$ cat config.mk
export PLATFORM = sky130hd
export DESIGN_NAME = ysyx_25040129_fetch_unit
export DESIGN_NICKNAME = d
export VERILOG_FILES = /design/src/rtl/ysyx_25040129_ifu_pkg.sv /design/src/rtl/ysyx_25040129_ifu_timeout.sv /design/src/rtl/ysyx_25040129_fetch_unit.sv
export SDC_FILE = /design/constraint.sdc
export NUM_CORES = 1
export LEC_CHECK = 0
export BUFFER_PORTS_ARGS = -buffer_cell sky130_fd_sc_hd__buf_2
export CORE_MARGIN = 5
export CORE_UTILIZATION = 45
export DETAILED_ROUTE_END_ITERATION = 16
export MAX_ROUTING_LAYER = met4
export PLACE_DENSITY = 0.85
export SLEW_MARGIN = 10
export SYNTH_ARGS = -nofsm -noshare
export SYNTH_HDL_FRONTEND = slang
export SYNTH_SLANG_ARGS = --single-unit
$ cat constraint.sdc
create_clock -name clk -period 2.7 [get_ports clk]
set_input_delay 0.135 -clock clk [delete_from_list [all_inputs] [get_ports clk]]
set_output_delay 0.135 -clock clk [all_outputs]
set_load 0.02 [all_outputs]
$ cat src/rtl/ysyx_25040129_ifu_pkg.sv
// Shared definitions for the multi-cycle instruction fetch unit.
//   ifu_state_e      : fetch FSM states
//   INST_NOP         : instruction presented when nothing valid is held or on a fault
//   RESET_PC_DEFAULT : default first fetch address after reset
//   is_misaligned()  : true when a PC is not word aligned
package ysyx_25040129_ifu_pkg;

  typedef enum logic [2:0] {
    S_IDLE,
    S_REQ,
    S_WAIT,
    S_HOLD,
    S_DRAIN
  } ifu_state_e;

  localparam logic [31:0] INST_NOP         = 32'h0000_0013;
  localparam logic [31:0] RESET_PC_DEFAULT = 32'h8000_0000;

  function automatic logic is_misaligned(input logic [31:0] pc);
    return pc[1:0] != 2'b00;
  endfunction

endpackage

$ cat src/rtl/ysyx_25040129_ifu_timeout.sv
// Response timeout counter for the fetch unit.
// Ports:
//   clk, rst : clock, synchronous active-low reset
//   clear    : force the count back to zero (takes priority over enable)
//   enable   : count one cycle of waiting
//   expired  : high in the waiting cycle whose count equals TIMEOUT-1
module ysyx_25040129_ifu_timeout #(
  parameter int unsigned TIMEOUT = 16
) (
  input  logic clk,
  input  logic rst,
  input  logic clear,
  input  logic enable,
  output logic expired
);

  localparam int unsigned W = $clog2(TIMEOUT);
  localparam logic [W-1:0] LAST = W'(TIMEOUT - 1);

  logic [W-1:0] count_reg;

  always_ff @(posedge clk) begin
    if (!rst) begin
      count_reg <= '0;
    end else if (clear) begin
      count_reg <= '0;
    end else if (enable) begin
      count_reg <= count_reg + W'(1);
    end
  end

  assign expired = enable && (count_reg == LAST);

endmodule

$ cat src/rtl/ysyx_25040129_fetch_unit.sv
// Multi-cycle instruction fetch stage. One request at a time goes out on a
// valid/ready imem port; the fetched word is held on a valid/ready port to IDU.
// Sequential PC (+4) unless a redirect supplies a new PC.
// Ports:
//   clk, rst                       : clock, synchronous active-low reset
//   redirect_valid, redirect_pc    : replace fetch PC (branch/jump/trap)
//   imem_req_valid/ready/addr      : fetch request channel (addr = current PC)
//   imem_rsp_valid/data/err        : one-cycle response strobe with data and error
//   out_valid/ready, out_pc/inst   : instruction handed to IDU
//   out_fault                      : rsp error, timeout or misaligned redirect
//   perf_fetch_cnt, perf_stall_cnt : only when IFU_PERF_CNT_EN is defined; count
//                                    out handshakes and cycles in S_WAIT/S_DRAIN
module ysyx_25040129_fetch_unit
  import ysyx_25040129_ifu_pkg::*;
#(
  parameter logic [31:0] RESET_PC = RESET_PC_DEFAULT,
  parameter int unsigned TIMEOUT  = 16
) (
  input  logic        clk,
  input  logic        rst,
  input  logic        redirect_valid,
  input  logic [31:0] redirect_pc,
  output logic        imem_req_valid,
  input  logic        imem_req_ready,
  output logic [31:0] imem_req_addr,
  input  logic        imem_rsp_valid,
  input  logic [31:0] imem_rsp_data,
  input  logic        imem_rsp_err,
  output logic        out_valid,
  input  logic        out_ready,
  output logic [31:0] out_pc,
  output logic [31:0] out_inst,
  output logic        out_fault
`ifdef IFU_PERF_CNT_EN
  ,
  output logic [31:0] perf_fetch_cnt,
  output logic [31:0] perf_stall_cnt
`endif
);

  ifu_state_e  state_reg, state_next;
  logic [31:0] pc_reg, pc_next;
  logic [31:0] inst_reg, inst_next;
  logic        fault_reg, fault_next;
  logic        stale_reg, stale_next;

  logic req_fire;
  logic in_wait;
  logic timer_clear;
  logic timer_expired;
  logic outstanding;

  assign imem_req_valid = (state_reg == S_REQ) && !stale_reg;
  assign imem_req_addr  = pc_reg;
  assign req_fire       = imem_req_valid && imem_req_ready;
  assign in_wait        = (state_reg == S_WAIT) || (state_reg == S_DRAIN);

  assign out_valid = (state_reg == S_HOLD);
  assign out_pc    = pc_reg;
  assign out_inst  = out_valid ? inst_reg : INST_NOP;
  assign out_fault = out_valid && fault_reg;

  // A request is still owed a response if it is accepted this cycle, or if we
  // are waiting and neither the response nor the timeout happens this cycle.
  assign outstanding = req_fire || (in_wait && !imem_rsp_valid && !timer_expired);

  // Fresh timeout window on every entry into S_WAIT or S_DRAIN.
  assign timer_clear = !in_wait || (state_next != state_reg);

  ysyx_25040129_ifu_timeout #(
    .TIMEOUT(TIMEOUT)
  ) u_timeout (
    .clk    (clk),
    .rst    (rst),
    .clear  (timer_clear),
    .enable (in_wait),
    .expired(timer_expired)
  );

  always_comb begin
    state_next = state_reg;
    pc_next    = pc_reg;
    inst_next  = inst_reg;
    fault_next = fault_reg;
    stale_next = stale_reg;

    // Any response we are not waiting for is the late one a timeout gave up on.
    if (imem_rsp_valid && (state_reg != S_WAIT)) begin
      stale_next = 1'b0;
    end

    case (state_reg)
      S_IDLE: state_next = S_REQ;
      S_REQ: begin
        if (req_fire) state_next = S_WAIT;
      end
      S_WAIT: begin
        if (imem_rsp_valid) begin
          inst_next  = imem_rsp_data;
          fault_next = imem_rsp_err;
          state_next = S_HOLD;
        end else if (timer_expired) begin
          inst_next  = INST_NOP;
          fault_next = 1'b1;
          stale_next = 1'b1;
          state_next = S_HOLD;
        end
      end
      S_HOLD: begin
        if (out_ready) begin
          pc_next    = pc_reg + 32'd4;
          state_next = S_REQ;
        end
      end
      S_DRAIN: begin
        if (imem_rsp_valid) begin
          state_next = S_REQ;
        end else if (timer_expired) begin
          stale_next = 1'b1;
          state_next = S_REQ;
        end
      end
      default: state_next = S_IDLE;
    endcase

    if (redirect_valid) begin
      pc_next = redirect_pc;
      if (is_misaligned(redirect_pc)) begin
        inst_next  = INST_NOP;
        fault_next = 1'b1;
        state_next = S_HOLD;
        // Skipping S_DRAIN would let the owed response be taken for a later
        // request, so mark it stale instead.
        if (outstanding) stale_next = 1'b1;
      end else if (outstanding) begin
        state_next = S_DRAIN;
      end else begin
        // Includes a response arriving in the same cycle as the redirect:
        // it is simply dropped and nothing is left to drain.
        state_next = S_REQ;
      end
    end
  end

  always_ff @(posedge clk) begin
    if (!rst) begin
      state_reg <= S_IDLE;
      pc_reg    <= RESET_PC;
      inst_reg  <= INST_NOP;
      fault_reg <= 1'b0;
      stale_reg <= 1'b0;
    end else begin
      state_reg <= state_next;
      pc_reg    <= pc_next;
      inst_reg  <= inst_next;
      fault_reg <= fault_next;
      stale_reg <= stale_next;
    end
  end

`ifdef IFU_PERF_CNT_EN
  logic [31:0] fetch_cnt_reg;
  logic [31:0] stall_cnt_reg;

  always_ff @(posedge clk) begin
    if (!rst) begin
      fetch_cnt_reg <= '0;
      stall_cnt_reg <= '0;
    end else begin
      if (out_valid && out_ready) fetch_cnt_reg <= fetch_cnt_reg + 32'd1;
      if (in_wait) stall_cnt_reg <= stall_cnt_reg + 32'd1;
    end
  end

  assign perf_fetch_cnt = fetch_cnt_reg;
  assign perf_stall_cnt = stall_cnt_reg;
`endif

endmodule
Yosys cells after proc, flatten, opt, wreduce, memory -nomap -nowiden
Cells that the tools add are included.
{ "word_totals": {"register_bits": 73, "elab_cells": 68, "out_inout_bits": 99, "inputBits": 71} }
{ "classes": {"mux": 31, "bitwise": 1, "eq_ne": 7, "n_addsub": 2, "reduce_logical": 21} }
{ "ops": {"columns": ["cell", "n"], "rows": [
  ["$mux W32", 9],
  ["$add A32 B3 Y32 const B", 1],
  ["$mux W3", 9],
  ["$pmux W3 S5", 1],
  ["$mux W1", 12],
  ["$logic_and A1 B1 Y1", 7],
  ["$eq A3 B2 Y1 const B", 2],
  ["$reduce_bool A2 Y1", 3],
  ["$add A4 B1 Y4 const B", 1],
  ["$eq A4 B4 Y1 const B", 1],
  ["$logic_not A1 Y1", 4],
  ["$reduce_or A2 Y1", 2],
  ["$eq A3 B1 Y1 const B", 1],
  ["$eq A3 B3 Y1 const B", 1],
  ["$logic_not A3 Y1", 1],
  ["$logic_or A1 B1 Y1", 3],
  ["$ne A3 B2 Y1 const B", 1],
  ["$ne A3 B3 Y1", 1],
  ["$reduce_and A2 Y1", 1],
  ["$not A1 Y1", 1]
]} }

Depth between registers and ports, before layout
{ "logic_depth": {"ltp_word": 12, "mapped_depth": 7, "ltp_nobuf": 5} }

Hierarchy
From an unflattened synthesis, not the netlist that was laid out.
{ "hier_totals": {"cells_unflattened": 468, "area_unflattened_um2": 3985.1} }
{ "by_module_without_submodules": {"columns": ["mod", "seq_area_each_um2", "area_each_um2", "cells_per_inst", "instances"], "rows": [
  ["ysyx_25040129_fetch_unit", 1381.3, 3788.6, 449, 1],
  ["ysyx_25040129_ifu_timeout", 80.1, 196.4, 19, 1]
]} }

Least setup slack after synthesis
No wires, ideal clock.
{ "synth_path": {"path_type": "register to register", "startpoint": "register pc_reg[2], in the netlist imem_req_addr[2]", "endpoint": "register pc_reg[30], in the netlist imem_req_addr[30]", "stages_incl_launch_ff": 7, "required_ns": 2.578, "n_path_buf": 1, "synth_period_minus_slack_ns": 2.017, "arrival_ns": 1.895, "setup_time_ns": 0.122, "slack_ns": 0.683, "cell_sequence": "dfxtp_1 ha_1 clkbuf_1 nand4_1 nor4_1 nand2_1 a221o_1"} }
{ "synth_via": {"elab_chain_len": 4} }
{ "synth_rtl": {"columns": ["item", "line", "source"], "rows": [
  ["start: declaration", "ysyx_25040129_fetch_unit.sv:42", "logic [31:0] pc_reg, pc_next;"],
  ["start signal: assignment", "ysyx_25040129_fetch_unit.sv:154", "pc_reg <= pc_next;"],
  ["$add A32 B3 Y32", "ysyx_25040129_fetch_unit.sv:111", "pc_next = pc_reg + 32'd4;"],
  ["$mux W32", "ysyx_25040129_fetch_unit.sv:110", "if (out_ready) begin"],
  ["$mux W32", "ysyx_25040129_fetch_unit.sv:92", "case (state_reg)"],
  ["$mux W32", "ysyx_25040129_fetch_unit.sv:126", "if (redirect_valid) begin"]
]} }
Every way passes these cells. The select of a mux whose other input is x is not followed.
A chain may end at the register's enable or synchronous reset.

Final worst setup path
{ "layout_path": {"startpoint": "register state_reg[1]", "endpoint": "register pc_reg[13], in the netlist imem_req_addr[13]"} }
{ "layout_via": {"elab_chain_len": 3} }
{ "layout_rtl": {"columns": ["item", "line", "source"], "rows": [
  ["start: declaration", "ysyx_25040129_fetch_unit.sv:41", "ifu_state_e state_reg, state_next;"],
  ["start signal: assignment", "ysyx_25040129_fetch_unit.sv:153", "state_reg <= state_next;"],
  ["$eq A3 B2 Y1", "ysyx_25040129_fetch_unit.sv:92", null],
  ["$reduce_bool A2 Y1 (no source line)", null, null],
  ["$reduce_and A2 Y1 (no source line)", null, null]
]} }
Every way passes these cells.

==> summary.txt <==
Outcome
  • Result of the run: finished, final reports clean

Final layout
  • Final Cell Area: 0.004886 mm^2
  • Fill count: 821
  • NumNets Final: 683
  • Ant diodes: 0
  • P&R area growth vs syn: 22.57%
  • Share of layout cells above drive strength 1: 33.33%
  • Fin cells: 723

Placement
  • DP Cell Count: 707
  • HPWL after detailed placement: 8.689 mm
  • Placed instance area: 0.004657 mm^2
  • Port bufs: 169
  • GPL Wtd Cong: 0.8784
  • DP Worst Slack: 0.5852 ns

Clock tree
  • H-tree Lvls: 3
  • CTS clk-pin slew, worst paths: 0.08 ns
  • Hold-fix buffers, CTS: 0
  • Post-CTS setup buffers: 0
  • # clock sinks: 73
  • Root buf cell: clkbuf_8
  • Clock Tree Buf Depth: 2
  • CTS resizes: 0
  • CTS buffer count: 9
  • CTS tree: yes
  • Clk_lat worst skew: 0.34 ns

Synth
  • Post-synthesis sequential area ratio: 36.66%
  • Yosys reg bits: 73
  • Primary FF master, synth: dfxtp_1
  • Mean Syn Cell Area: 8.152 um^2
  • Ys async rst share: 0%
  • Mapped Area: 0.003986 mm^2
  • Ys Warns: 0
  • Syn Inst Count: 489
  • Synth unique cells: 59
  • Post-synth EDFFs: 0
  • Post-Syn Nets: 562

GRT
  • First-pass GRT wire length: 19.19 mm
  • Vias in the first global route: 4,086
  • Largest net degree at the start of global routing: 43
  • Initial antenna violation count: 0
  • Grt total ovfl: 0
  • Total GRT Usage: 21.04%

Setup path
  • Critical path arrival: 2.42 ns
  • Critical path required time: 2.97 ns
  • Critical path class: reg2reg
  • CP max FO: 12
  • CP Launch Type: flip-flop
  • Crit. End Element: flip-flop

STA
  • Post-route worst setup slack: 0.5462 ns
  • Fin. Hold Viols: 0
  • RSZ-0062 raised after global routing: false
  • Slew Viols, Final: 0
  • Highest Clock Rate: 464.3 MHz
  • Setup TNS Final: 0 ns
  • Tmin final: 2.154 ns
  • Min Hold Slack: 0.02054 ns
  • Final period util: 79.77%
  • Worst Max-Slew Pin Slew: 0.6725 ns
  • Setup Viol. Count Final: 0
  • Relative slew slack: 55.16%
  • Clock Skew: 0.01316 ns

Route
  • Via density: 5.917
  • DRC: 0
  • First drt pass iteration count: 5
  • Drt total wl: 11.91 mm
  • Drt initial violations: 267
  • Per-cell routed wire length: 16.48 um
  • Via Count: 4,278
  • Antenna Nets Post-Route: 0

Floorplan
  • Die width: 104.1 um
  • FP Rows: 34
  • Die height: 104.1 um
  • Core ar.: 0.008678 mm^2
  • I/O pin total: 170
  • Initial Util: 45.93%
  • Die area: 0.01084 mm^2

Pwr
  • Pwr Density: 528.0 mW/mm^2
  • Max IR drop VDD: 0.2713 mV
  • Leakage: 2.238 nW

Worst hold path
  • Worst Hold Class: in2reg

Job
  • Max Cap Viol: 0
[final timing paths]
| path | start | end | slack [ns] | cells after the start |
|---|---|---|---|---|
| worst min-delay path | redirect_pc[2] | imem_req_addr[2] | 0.02 | 2 |
| worst max register to register | state_reg[1] | imem_req_addr[13] | 0.55 | 4 |
| worst min register to register | u_timeout.count_reg[0] | u_timeout.count_reg[0] | 0.46 | 1 |
| worst max-delay path | state_reg[1] | imem_req_addr[13] | 0.55 | 4 |
[layout by cell type (no fill, tap or decap), types with 5 or more instances in the layout]
master,n
nor3b_1,8
nand3_1,15
xor2_1,5
nor4_1,8
clkbuf_8,10
dfxtp_1,73
nand2_1,27
inv_1,6
buf_2,169
a22oi_1,29
a31oi_1,7
and3_1,37
and4_1,5
o21ai_0,33
or3_1,8
and2_1,7
buf_4,10
nand4_1,16
nor3_1,9
a21oi_1,8
nor2b_1,5
nor2_1,44
xnor2_1,5
[power breakdown]
part	leakage (nW)	total [mW]	internal (mW)	switching (mW)
logic	1.54	0.423	0.159	0.264
registers	0.598	1.18	1.12	0.0627
clock network	0.105	0.974	0.547	0.427
[kinds of logic after synthesis]
logic type               count (synthesis)  synth area share, %
flip-flops                              73                36.66
buffers and inverters                   75                10.39
XOR/XNOR                                10                2.197
adder cells (fa/ha/maj)                  2               0.6276
AND/OR/NAND/NOR                        210                29.38
AO/OA/AOI/OAI                          117                20.25
multiplexers                             2               0.5022
[cell type report]
| cell class | count | area, um^2 | area share, % |
|---|---|---|---|
| Clock inverter | 6 | 91.34 | 1.869 |
| Clock buffer | 10 | 137.6 | 2.817 |
| Tap cell | 108 | 135.1 | 2.766 |
| Sequential cell | 73 | 1461 | 29.91 |
| Inverter | 6 | 22.52 | 0.4609 |
| Timing Repair Buffer | 179 | 920.9 | 18.85 |
| Multi-Input combinational cell | 341 | 2117 | 43.33 |
[synthesized netlist by cell type (all sizes together), types with 4 or more instances]
| cell type | count | area [um^2] |
|---|---|---|
| dfxtp | 73 | 1461 |
| a22oi | 29 | 217.7 |
| nand2b | 4 | 25.02 |
| o21ai | 33 | 165.2 |
| nand4 | 17 | 112.6 |
| a21oi | 8 | 40.04 |
| nand3 | 15 | 75.07 |
| clkbuf | 31 | 116.4 |
| o211a | 4 | 40.04 |
| nor3b | 8 | 60.06 |
| xor2 | 5 | 43.79 |
| buf | 38 | 275.3 |
| nor3 | 9 | 45.04 |
| inv | 6 | 22.52 |
| and4 | 6 | 53.80 |
| nand2 | 27 | 101.4 |
| or3 | 10 | 65.06 |
| a211oi | 4 | 30.03 |
| nor2b | 5 | 31.28 |
| o22ai | 4 | 25.02 |
| and2 | 7 | 43.79 |
| a31oi | 7 | 43.79 |
| nor4 | 9 | 56.30 |
| xnor2 | 5 | 43.79 |
| and3 | 37 | 231.5 |
| nor2 | 44 | 165.2 |
[critical path, cell delays in order, from the launching register on]
cell and delay [ns]:
dfxtp_1 0.51, and4b_1 0.55, nand4_1 0.35, or3_2 0.50, a31oi_1 0.18
[per-layer routing]
layer  vias to the layer above  part of all wire, %  track usage [%]  wire, um
li1                       2024                    -                -         -
met1                      2066                   40            24.31      4750
met2                       167                   52            36.07      6148
met3                        21                  6.1            3.662       731
met4                         0                  2.4            8.511       284
met5                         -                    0                -         0
[per-stage QoR]
step / total power, mW / utilization (%)
2_1_floorplan: 1.494 / -
6_report: 2.580 / 56.30
3_3_place_gp: 1.612 / 53.66
4_1_cts: 2.600 / 56.30
5_1_grt: 2.688 / 56.30
3_5_place_dp: 1.628 / 53.66
No activity file was read; power rests on OpenSTA's default activity.
